**config.mk**
```make
export PLATFORM = sky130hd
export DESIGN_NAME = mips_instr_encoder
export DESIGN_NICKNAME = d
export VERILOG_FILES = /design/src/rtl/mips_isa_pkg.sv /design/src/rtl/mips_encode_comb.sv /design/src/rtl/mips_instr_encoder.sv
export SDC_FILE = /design/constraint.sdc
export NUM_CORES = 1
export LEC_CHECK = 0
export ABC_AREA = 1
export BUFFER_PORTS_ARGS = -buffer_cell sky130_fd_sc_hd__buf_4
export CAP_MARGIN = 20
export CELL_PAD_IN_SITES_DETAIL_PLACEMENT = 2
export CELL_PAD_IN_SITES_GLOBAL_PLACEMENT = 2
export CORE_MARGIN = 2
export CORE_UTILIZATION = 23
export DETAILED_ROUTE_END_ITERATION = 12
export PLACE_DENSITY = 0.83
export SLEW_MARGIN = 10
export SYNTH_ARGS = -nofsm -noshare
export SYNTH_HDL_FRONTEND = slang
export SYNTH_SLANG_ARGS = --single-unit
```
**constraint.sdc**
```tcl
create_clock -name clk -period 1.8 [get_ports clk]
set_clock_uncertainty 0.2 [all_clocks]
set_input_delay 0 -clock clk [delete_from_list [all_inputs] [get_ports clk]]
set_output_delay 0 -clock clk [all_outputs]
set_load 0.02 [all_outputs]
```
**src/rtl/mips_isa_pkg.sv**
```systemverilog
// Shared MIPS ISA constants: mnemonic codes, opcode/funct fields and word packers.
// The main control decoder imports the same opcode constants.
package mips_isa_pkg;

  // Symbolic mnemonic codes presented to the encoder; any other code is illegal.
  typedef enum logic [4:0] {
    MN_ADD  = 5'd0,
    MN_SUB  = 5'd1,
    MN_AND  = 5'd2,
    MN_OR   = 5'd3,
    MN_SLT  = 5'd4,
    MN_JR   = 5'd5,
    MN_LUI  = 5'd6,
    MN_ADDI = 5'd7,
    MN_SLTI = 5'd8,
    MN_ORI  = 5'd9,
    MN_ANDI = 5'd10,
    MN_SUBI = 5'd11,
    MN_LW   = 5'd12,
    MN_SW   = 5'd13,
    MN_BEQ  = 5'd14,
    MN_BNE  = 5'd15,
    MN_BGEZ = 5'd16,
    MN_J    = 5'd17,
    MN_JAL  = 5'd18
  } mnem_e;

  // Primary opcodes, word bits [31:26].
  localparam logic [5:0] OP_RTYPE  = 6'b000000;
  localparam logic [5:0] OP_REGIMM = 6'b000001;
  localparam logic [5:0] OP_J      = 6'b000010;
  localparam logic [5:0] OP_JAL    = 6'b000011;
  localparam logic [5:0] OP_BEQ    = 6'b000100;
  localparam logic [5:0] OP_BNE    = 6'b000101;
  localparam logic [5:0] OP_ADDI   = 6'b001000;
  localparam logic [5:0] OP_SLTI   = 6'b001010;
  localparam logic [5:0] OP_ANDI   = 6'b001100;
  localparam logic [5:0] OP_ORI    = 6'b001101;
  localparam logic [5:0] OP_LUI    = 6'b001111;
  localparam logic [5:0] OP_LW     = 6'b100011;
  localparam logic [5:0] OP_SW     = 6'b101011;
  localparam logic [5:0] OP_SUBI   = 6'b110111;

  // R-type function codes, word bits [5:0].
  localparam logic [5:0] FN_ADD = 6'b100000;
  localparam logic [5:0] FN_SUB = 6'b100010;
  localparam logic [5:0] FN_AND = 6'b100100;
  localparam logic [5:0] FN_OR  = 6'b100101;
  localparam logic [5:0] FN_SLT = 6'b101010;
  localparam logic [5:0] FN_JR  = 6'b001000;

  // REGIMM rt selector that picks BGEZ.
  localparam logic [4:0] RT_BGEZ = 5'b00001;

  // {op, rs, rt, rd, shamt=0, funct}
  function automatic logic [31:0] rWord(input logic [5:0] fn, input logic [4:0] rs,
                                        input logic [4:0] rt, input logic [4:0] rd);
    return {OP_RTYPE, rs, rt, rd, 5'b00000, fn};
  endfunction

  // {op, rs, rt, imm}
  function automatic logic [31:0] iWord(input logic [5:0] op, input logic [4:0] rs,
                                        input logic [4:0] rt, input logic [15:0] imm);
    return {op, rs, rt, imm};
  endfunction

  // {op, target}
  function automatic logic [31:0] jWord(input logic [5:0] op, input logic [25:0] target);
    return {op, target};
  endfunction

endpackage

```
**src/rtl/mips_encode_comb.sv**
```systemverilog
// Combinational packer: mnemonic plus operand fields into a 32-bit MIPS word.
// Unknown mnemonics drive legal=0 and a zero word.
module mips_encode_comb
  import mips_isa_pkg::*;
(
  input  logic [4:0]  mnem,
  input  logic [4:0]  rs,
  input  logic [4:0]  rt,
  input  logic [4:0]  rd,
  input  logic [15:0] imm,
  input  logic [25:0] target,
  output logic        legal,
  output logic [31:0] word
);

  // Select layout and opcode/funct per mnemonic; unused fields are dropped.
  always_comb begin
    legal = 1'b1;
    word  = '0;
    case (mnem)
      MN_ADD:  word = rWord(FN_ADD, rs, rt, rd);
      MN_SUB:  word = rWord(FN_SUB, rs, rt, rd);
      MN_AND:  word = rWord(FN_AND, rs, rt, rd);
      MN_OR:   word = rWord(FN_OR,  rs, rt, rd);
      MN_SLT:  word = rWord(FN_SLT, rs, rt, rd);
      MN_JR:   word = rWord(FN_JR,  rs, 5'd0, 5'd0);
      MN_LUI:  word = iWord(OP_LUI,  5'd0, rt, imm);
      MN_ADDI: word = iWord(OP_ADDI, rs, rt, imm);
      MN_SLTI: word = iWord(OP_SLTI, rs, rt, imm);
      MN_ORI:  word = iWord(OP_ORI,  rs, rt, imm);
      MN_ANDI: word = iWord(OP_ANDI, rs, rt, imm);
      MN_SUBI: word = iWord(OP_SUBI, rs, rt, imm);
      MN_LW:   word = iWord(OP_LW,   rs, rt, imm);
      MN_SW:   word = iWord(OP_SW,   rs, rt, imm);
      MN_BEQ:  word = iWord(OP_BEQ,  rs, rt, imm);
      MN_BNE:  word = iWord(OP_BNE,  rs, rt, imm);
      MN_BGEZ: word = iWord(OP_REGIMM, rs, RT_BGEZ, imm);
      MN_J:    word = jWord(OP_J,   target);
      MN_JAL:  word = jWord(OP_JAL, target);
      default: legal = 1'b0;
    endcase
  end

endmodule

```
**src/rtl/mips_instr_encoder.sv**
```systemverilog
// Instruction encoder and program loader: accepts symbolic instructions,
// encodes them and writes each word to instruction memory at an
// auto-incrementing byte address.
module mips_instr_encoder
  import mips_isa_pkg::*;
#(
  parameter int ADDR_W = 10,
  parameter int ERR_W  = 8
) (
  input  logic              clk,
  input  logic              rst_n,
  input  logic              load_base,
  input  logic [ADDR_W-1:0] base_addr,
  input  logic              in_valid,
  output logic              in_ready,
  input  logic [4:0]        in_mnem,
  input  logic [4:0]        in_rs,
  input  logic [4:0]        in_rt,
  input  logic [4:0]        in_rd,
  input  logic [15:0]       in_imm,
  input  logic [25:0]       in_target,
  output logic              mem_req,
  input  logic              mem_ack,
  output logic [ADDR_W-1:0] mem_addr,
  output logic [31:0]       mem_wdata,
  output logic [ADDR_W-1:0] word_count,
  output logic              err_illegal,
  output logic [ERR_W-1:0]  err_count
);

  typedef enum logic {ST_IDLE, ST_WRITE} state_e;

  state_e            state, nextState;
  logic              encLegal;
  logic [31:0]       encWord;
  logic              accept;
  logic [ADDR_W-1:0] memAddr;
  logic [31:0]       memWdata;
  logic [ADDR_W-1:0] wordCount;
  logic              errIllegal;
  logic [ERR_W-1:0]  errCount;

  mips_encode_comb uEncode (
    .mnem   (in_mnem),
    .rs     (in_rs),
    .rt     (in_rt),
    .rd     (in_rd),
    .imm    (in_imm),
    .target (in_target),
    .legal  (encLegal),
    .word   (encWord)
  );

  // A pointer reload takes priority over accepting an instruction.
  assign in_ready = (state == ST_IDLE) && !load_base;
  assign accept   = in_valid && in_ready;

  // mem_req decodes straight from the state flop, so an async reset drops it at once.
  assign mem_req     = (state == ST_WRITE);
  assign mem_addr    = memAddr;
  assign mem_wdata   = memWdata;
  assign word_count  = wordCount;
  assign err_illegal = errIllegal;
  assign err_count   = errCount;

  // State register.
  always_ff @(posedge clk or negedge rst_n) begin
    if (!rst_n) state <= ST_IDLE;
    else        state <= nextState;
  end

  // Next state: legal accepts go to WRITE, which holds until memory acknowledges.
  always_comb begin
    nextState = state;
    case (state)
      ST_IDLE:  if (accept && encLegal) nextState = ST_WRITE;
      ST_WRITE: if (mem_ack)            nextState = ST_IDLE;
      default:  nextState = ST_IDLE;
    endcase
  end

  // Write pointer, captured word, word counter and illegal-mnemonic tracking.
  always_ff @(posedge clk or negedge rst_n) begin
    if (!rst_n) begin
      memAddr    <= '0;
      memWdata   <= '0;
      wordCount  <= '0;
      errIllegal <= 1'b0;
      errCount   <= '0;
    end else if (state == ST_IDLE) begin
      if (load_base) begin
        memAddr <= {base_addr[ADDR_W-1:2], 2'b00};
      end else if (accept && encLegal) begin
        memWdata <= encWord;
      end else if (accept) begin
        errIllegal <= 1'b1;
        if (errCount != {ERR_W{1'b1}}) errCount <= errCount + ERR_W'(1);
      end
    end else if (mem_ack) begin
      memAddr   <= memAddr + ADDR_W'(4);
      wordCount <= wordCount + ADDR_W'(1);
    end
  end

endmodule

```
==> results of run 1 <==
## sequential cells by signal, indices dropped and copies added (netlist names)
signal / flops
err_illegal: 1
err_count: 8
mem_addr: 8
word_count: 10
mem_req: 1
mem_wdata: 32
## cells by family after synthesis
kind of cell    count (synthesis)  synth area share (%)
simple gates                  271                 33.23
buf+inv                        60                 7.934
flops                          60                 44.91
compound gates                 48                 8.496
xor+xnor                       16                 4.191
fa+ha+maj                       3                 1.123
other cells                     1                0.1122
## cell type report
class | count | area share [%]
clock buffers | 12 | 4.255
repair buffers | 244 | 34.97
clock inverters | 4 | 0.7887
multi-input cells | 340 | 28.29
flip-flops and latches | 60 | 24.99
diodes | 1 | 0.04151
inverters | 43 | 2.843
well taps | 184 | 3.819
## synth_stat cells (2+ instances only)
master    count  area [µm²]
o21ai_2       2       17.52
xor2_1       12       105.1
buf_2         8       40.04
nand2_1     206       773.2
buf_4         4       30.03
a21oi_1      10       50.05
inv_2         7       26.28
nor2_2        2       12.51
nand3_1      25       125.1
dfrtp_1      60        1501
clkbuf_1      3       11.26
o21ai_1      11       55.05
nand2_2       2       12.51
inv_1        35       131.4
o21ai_0      12       60.06
a21boi_0      4       30.03
nor2_1       23       86.33
ha_1          3       37.54
nand4_1       4       25.02
buf_6         2       22.52
o22ai_1       2       12.51
nor3_1        3       15.01
xnor2_1       4       35.03
## power breakdown
part	switching (mW)	internal, mW	total [mW]
combinational	1.18	0.962	2.15
sequential	0.279	1.64	1.92
clock	0.633	1.14	1.78
total	2.10	3.74	5.84
## timing repair
item	in CTS	in global routing
hold buffers	72	0
setup buffers	1	10
endpoints found under the setup margin	37	39
pin swaps	1	5
gates resized for setup	7	38
gates cloned	0	2
hold endpoints to repair	103	0
## per-stage QoR
step | instance area, µm² | worst slack [ps] | total power, mW
5_1_grt | 6028 | -82.30 | 6.147
3_5_place_dp | 4715 | -147.8 | 3.739
2_1_floorplan | 3352 | 11.08 | 2.782
4_1_cts | 5777 | 3.484 | 5.688
6_report | 6028 | 18.81 | 5.838
3_3_place_gp | 4715 | -1.987 | 3.627
## worst max-delay path, cell delays in order, from the launching register on
cell and delay [ps]:
dfrtp_2 400, ha_4 160, inv_4 40, nor2_4 120, nand3_4 110, o211ai_4 360, clkbuf_16 210, o21ai_1 60
## routing by layer
layer	share of wire (%)	global-route usage, %
met2	57	40.12
met4	2.0	7.204
met1	38	21.45
met3	2.7	2.491
met5	0	0
## worst min path at each step
stage,slack (ps),depth (start not counted),to,start
4_1_cts,10,5,mem_wdata[26],in_mnem[4]
3_3_place_gp,-50,1,mem_addr[2],rst_n
5_1_grt,30,5,mem_wdata[26],in_mnem[4]
6_report,2,5,mem_wdata[26],in_mnem[4]
2_1_floorplan,-500,0,err_count[0],rst_n
3_5_place_dp,-40,1,mem_addr[2],rst_n
==> reports/metrics.cfg, run 1 <==
[floorplanning]
fp.dieW_um = 124.6
initial_core_util_pct = 23.27
rows = 44
die_h_um = 124.6
die-area_mm2 = 0.01552
core_mm2 = 0.01437
ios = 140

[global_routing]
grt_max_degree = 61
antenna_found_initial = 1
grt_pass1_vias = 4570
grt_pass1_wl_mm = 24.84
grt_overflow = 0
grtUsageTotal_pct = 20.16

[finish]
fin_cells = 888
final_nets = 778
fillers = 1625
drive_above_1_share_pct = 33.14
final_util_pct = 41.95
final_cell_mix = nand2_1, buf_4, dlygate4sd3_1
final_common_cell = nand2_1
seq_area_mm2 = 0.001506
multi_input_area_mm2 = 0.001705
syn_to_final_growth_pct = 80.31

[sta]
tns_ps = 0
setup_viol = 0
relSlewSlack_pct = 44.64
min_period_ps = 1781
worst_slew_pin_slew_ps = 830.4
fin_crit_sh_pct = 98.96
slew_violations = 0
fmax_ghz = 0.5614
rsz0062_at_grt = yes
hold_ws_ps = 2.123
final-hold-violation-count = 0

[min_path]
hold_class = in2reg

[route]
drt_iter0_drc = 150
drc = 0
wl_mm = 16.19
vias_per_cell = 4.595
ant_nets = 0
wl_per_cell_um = 18.23
drt_pass1_iterations = 4
dr_total_vias = 4080

[worst_setup_path]
reg2reg_depth = 7
reg2reg_slack_ps = 20
cp-endpoint = err_count[5]
crit-reg2reg-launch = err_count[0]
required_ps = 1810
crit_type = reg2reg
crit_path_max_fanout = 5
cp-end-kind = flop
crit_arrival_ps = 1790
startpoint_type = flop
crit_path_start = err_count[0]
rr_endpoint = err_count[5]

[clocking]
cts-root-buf = clkbuf_16
cts_tree = done
clk_latency_ps = 320
h-tree-depth = 3
clk_pin_slew_worst_paths_ps = 50
cts.path.max_buffers = 2
cts.sinks = 60
numCtsBuffers = 9

[synthesis]
synthArstFlopShare_pct = 100.0
synth_area_mm2 = 0.003343
ys.flop_type = dfrtp_1
synth.distinct_cells = 38
synthCells = 459
synth_edf_count = 0
ys_warn_count = 0
yosysSeqAreaShare_pct = 44.91
synth-seq-cells = 60
synth_area_per_cell_um2 = 7.284

[place]
io_buffers = 135
gp_congestion = 0.8195
post-dp-hpwl_mm = 9.561
dp_cells = 786

[pwr]
p_leak_nw = 3.221
p_per_area_mw_per_mm2 = 968.4
vdd_drop_max_v = 0.0004415

[run]
drv_cap = 0

[run_status]
status = finished, final reports clean

Power figures use the tool's default switching activity.
==> run 2: changes to the inputs <==
--- a/config.mk
+++ b/config.mk
@@ -13,7 +13,8 @@
 export CORE_MARGIN = 2
 export CORE_UTILIZATION = 23
 export DETAILED_ROUTE_END_ITERATION = 12
-export PLACE_DENSITY = 0.83
+export GPL_TIMING_DRIVEN = 0
+export PLACE_DENSITY = 0.88
 export SLEW_MARGIN = 10
 export SYNTH_ARGS = -nofsm -noshare
 export SYNTH_HDL_FRONTEND = slang
==> run 2 against run 1 <==
Compared with the run above:
- worst hold slack gained 14 ps
- power grew 2.5%
- routed wire length shrank 1.1%
- final cell count shrank 0.79%
- critical path depth grew 2
- largest cell class unchanged
- largest power group unchanged
==> reports/metrics.cfg, run 2 (synthesis gave the netlist of run 1 again) <==
[pwr]
power_mw = 5.986  ; was 5.838 mW
p_leak_nw = 3.120  ; was 3.221 nW
vdd_drop_max_v = 0.0005055  ; was 0.0004415 V
p_per_area_mw_per_mm2 = 1012  ; was 968.4 mW/mm²

[place]
post-dp-hpwl_mm = 9.862  ; was 9.561 mm
gp_congestion = 0.8277  ; was 0.8195
io_buffers = 134  ; was 135
post-place-ws_ps = -344.7  ; was -147.8 ps

[sta]
final-hold-violation-count = 0  ; unchanged
fmax_ghz = 0.5750  ; was 0.5614 GHz
tns_ps = 0  ; unchanged
min_period_ps = 1739  ; was 1781 ps
setup_viol = 0  ; unchanged
relSlewSlack_pct = 45.89  ; was 44.64%
hold_ws_ps = 16.36  ; was 2.123 ps
worst_slew_pin_slew_ps = 811.6  ; was 830.4 ps
slew_violations = 0  ; unchanged
fin_crit_sh_pct = 96.62  ; was 98.96%
setup_slack_ps = 60.77  ; was 18.81 ps

[route]
drt_pass1_iterations = 4  ; unchanged
dr_total_vias = 4060  ; was 4080
ant_nets = 0  ; unchanged
vias_per_cell = 4.608  ; was 4.595
wl_per_cell_um = 18.16  ; was 18.23 µm
drc = 0  ; unchanged
drt_iter0_drc = 125  ; was 150
wl_mm = 16.00  ; was 16.19 mm

[worst_setup_path]
crit_type = in2reg  ; was reg2reg
required_ps = 1820  ; was 1810 ps
startpoint_type = input pin  ; was flop
crit_arrival_ps = 1760  ; was 1790 ps
cp-end-kind = flop  ; unchanged
crit_path_max_fanout = 5  ; unchanged

[clocking]
cts.sinks = 60  ; unchanged
cts.path.max_buffers = 2  ; unchanged
numCtsBuffers = 9  ; unchanged
clk_latency_ps = 330  ; was 320 ps
h-tree-depth = 3  ; unchanged
cts_tree = done  ; unchanged
clk_pin_slew_worst_paths_ps = 50  ; about the same
cts-root-buf = clkbuf_16  ; unchanged

[floorplanning]
rows = 44  ; unchanged
die-area_mm2 = 0.01552  ; unchanged
die_h_um = 124.6  ; unchanged
core_mm2 = 0.01437  ; unchanged
fp.dieW_um = 124.6  ; unchanged
ios = 140  ; unchanged
initial_core_util_pct = 23.27  ; unchanged

[finish]
final_cell_mix = nand2_1, buf_4, dlygate4sd3_1  ; unchanged
syn_to_final_growth_pct = 76.98  ; was 80.31%
final_util_pct = 41.18  ; was 41.95%
final_nets = 769  ; was 778
final_common_cell = nand2_1  ; unchanged
fillers = 1599  ; was 1625
drive_above_1_share_pct = 30.98  ; was 33.14%
largest_reg_flops = 32  ; unchanged

[run]
drv_cap = 0  ; unchanged

[global_routing]
grt_pass1_wl_mm = 24.90  ; was 24.84 mm
antenna_found_initial = 3  ; was 1
grt_max_degree = 61  ; unchanged
grt_overflow = 0  ; unchanged
grt_pass1_vias = 4690  ; was 4570
grtUsageTotal_pct = 20.46  ; was 20.16%

[min_path]
hold_class = in2reg  ; unchanged

[run_status]
status = finished, final reports clean  ; unchanged

[run 2: cell count changes in the layout (fill, tap and decap cells not counted), moves of 3 or more]
| cell | delta |
|---|---|
| buf_4 | -12 |
| nand2_1 | +6 |
| nand2_2 | -6 |
| buf_12 | -4 |
| o21ai_1 | +4 |
| buf_6 | +3 |
| clkbuf_4 | +3 |
| o21ai_2 | -3 |
[run 2: path summary, 6_finish.rpt]
| check | from | end | slack (ps) | depth (start not counted) |
|---|---|---|---|---|
| min | in_mnem[4] | mem_wdata[26] | 20 | 5 |
| min in group asynchronous | rst_n | mem_addr[7] | 100 | 2 |
| max in group asynchronous | rst_n | mem_req | 720 | 2 |
| min reg2reg | mem_wdata[11] | mem_wdata[11] | 280 | 2 |
| max reg2reg | mem_req | mem_wdata[21] | 80 | 6 |
| max | in_mnem[3] | mem_wdata[27] | 60 | 9 |
[run 2: cell type report]
class,instances,area (µm²),share of cell area (%)
antenna,3,7.507,0.1269
buffer,17,145.1,2.453
clock buffer,9,225.2,3.806
clock inverter,7,115.1,1.945
inverter,43,163.9,2.770
multi-input combinational,340,1692,28.59
sequential,60,1509,25.50
tap,184,230.2,3.891
timing repair buffer,218,1829,30.92
[run 2: repair_timing]
item / CTS / global route
cloned: 0 / 1
hold buffers: 73 / 0
pin swaps: 2 / 7
endpoints found under the hold margin: 109 / 0
gates resized for setup: 13 / 41
setup endpoints to repair: 50 / 45
buffers inserted: 1 / 9
[run 2: through the flow]
stage | std cells | cell area, µm²
detailed placement | 778 | 4588
floorplan | 460 | 3352
finish | 881 | 5917
CTS | 868 | 5710
global placement | 778 | 4588
global route | 881 | 5917
[run 2: layer usage]
layer,wire length [µm],track usage [%]
met1,6120,21.63
met2,8473,37.42
met3,688,5.026
met4,717,10.58
met5,0,0
[run 2: worst max-delay path, stage by stage]
cell and delay (ps):
buf_4 140, inv_1 130, nor2_4 60, dlygate4sd3_1 590, nand3_1 80, dlygate4sd3_1 550, nand3_1 90, nand2_1 70
nand2_1 50
[run 2: power by group]
group	total, mW	internal [mW]	switching, mW
sequential	1.93	1.64	0.289
combinational	2.06	0.910	1.15
clock	2.00	1.35	0.655
total	5.99	3.89	2.09
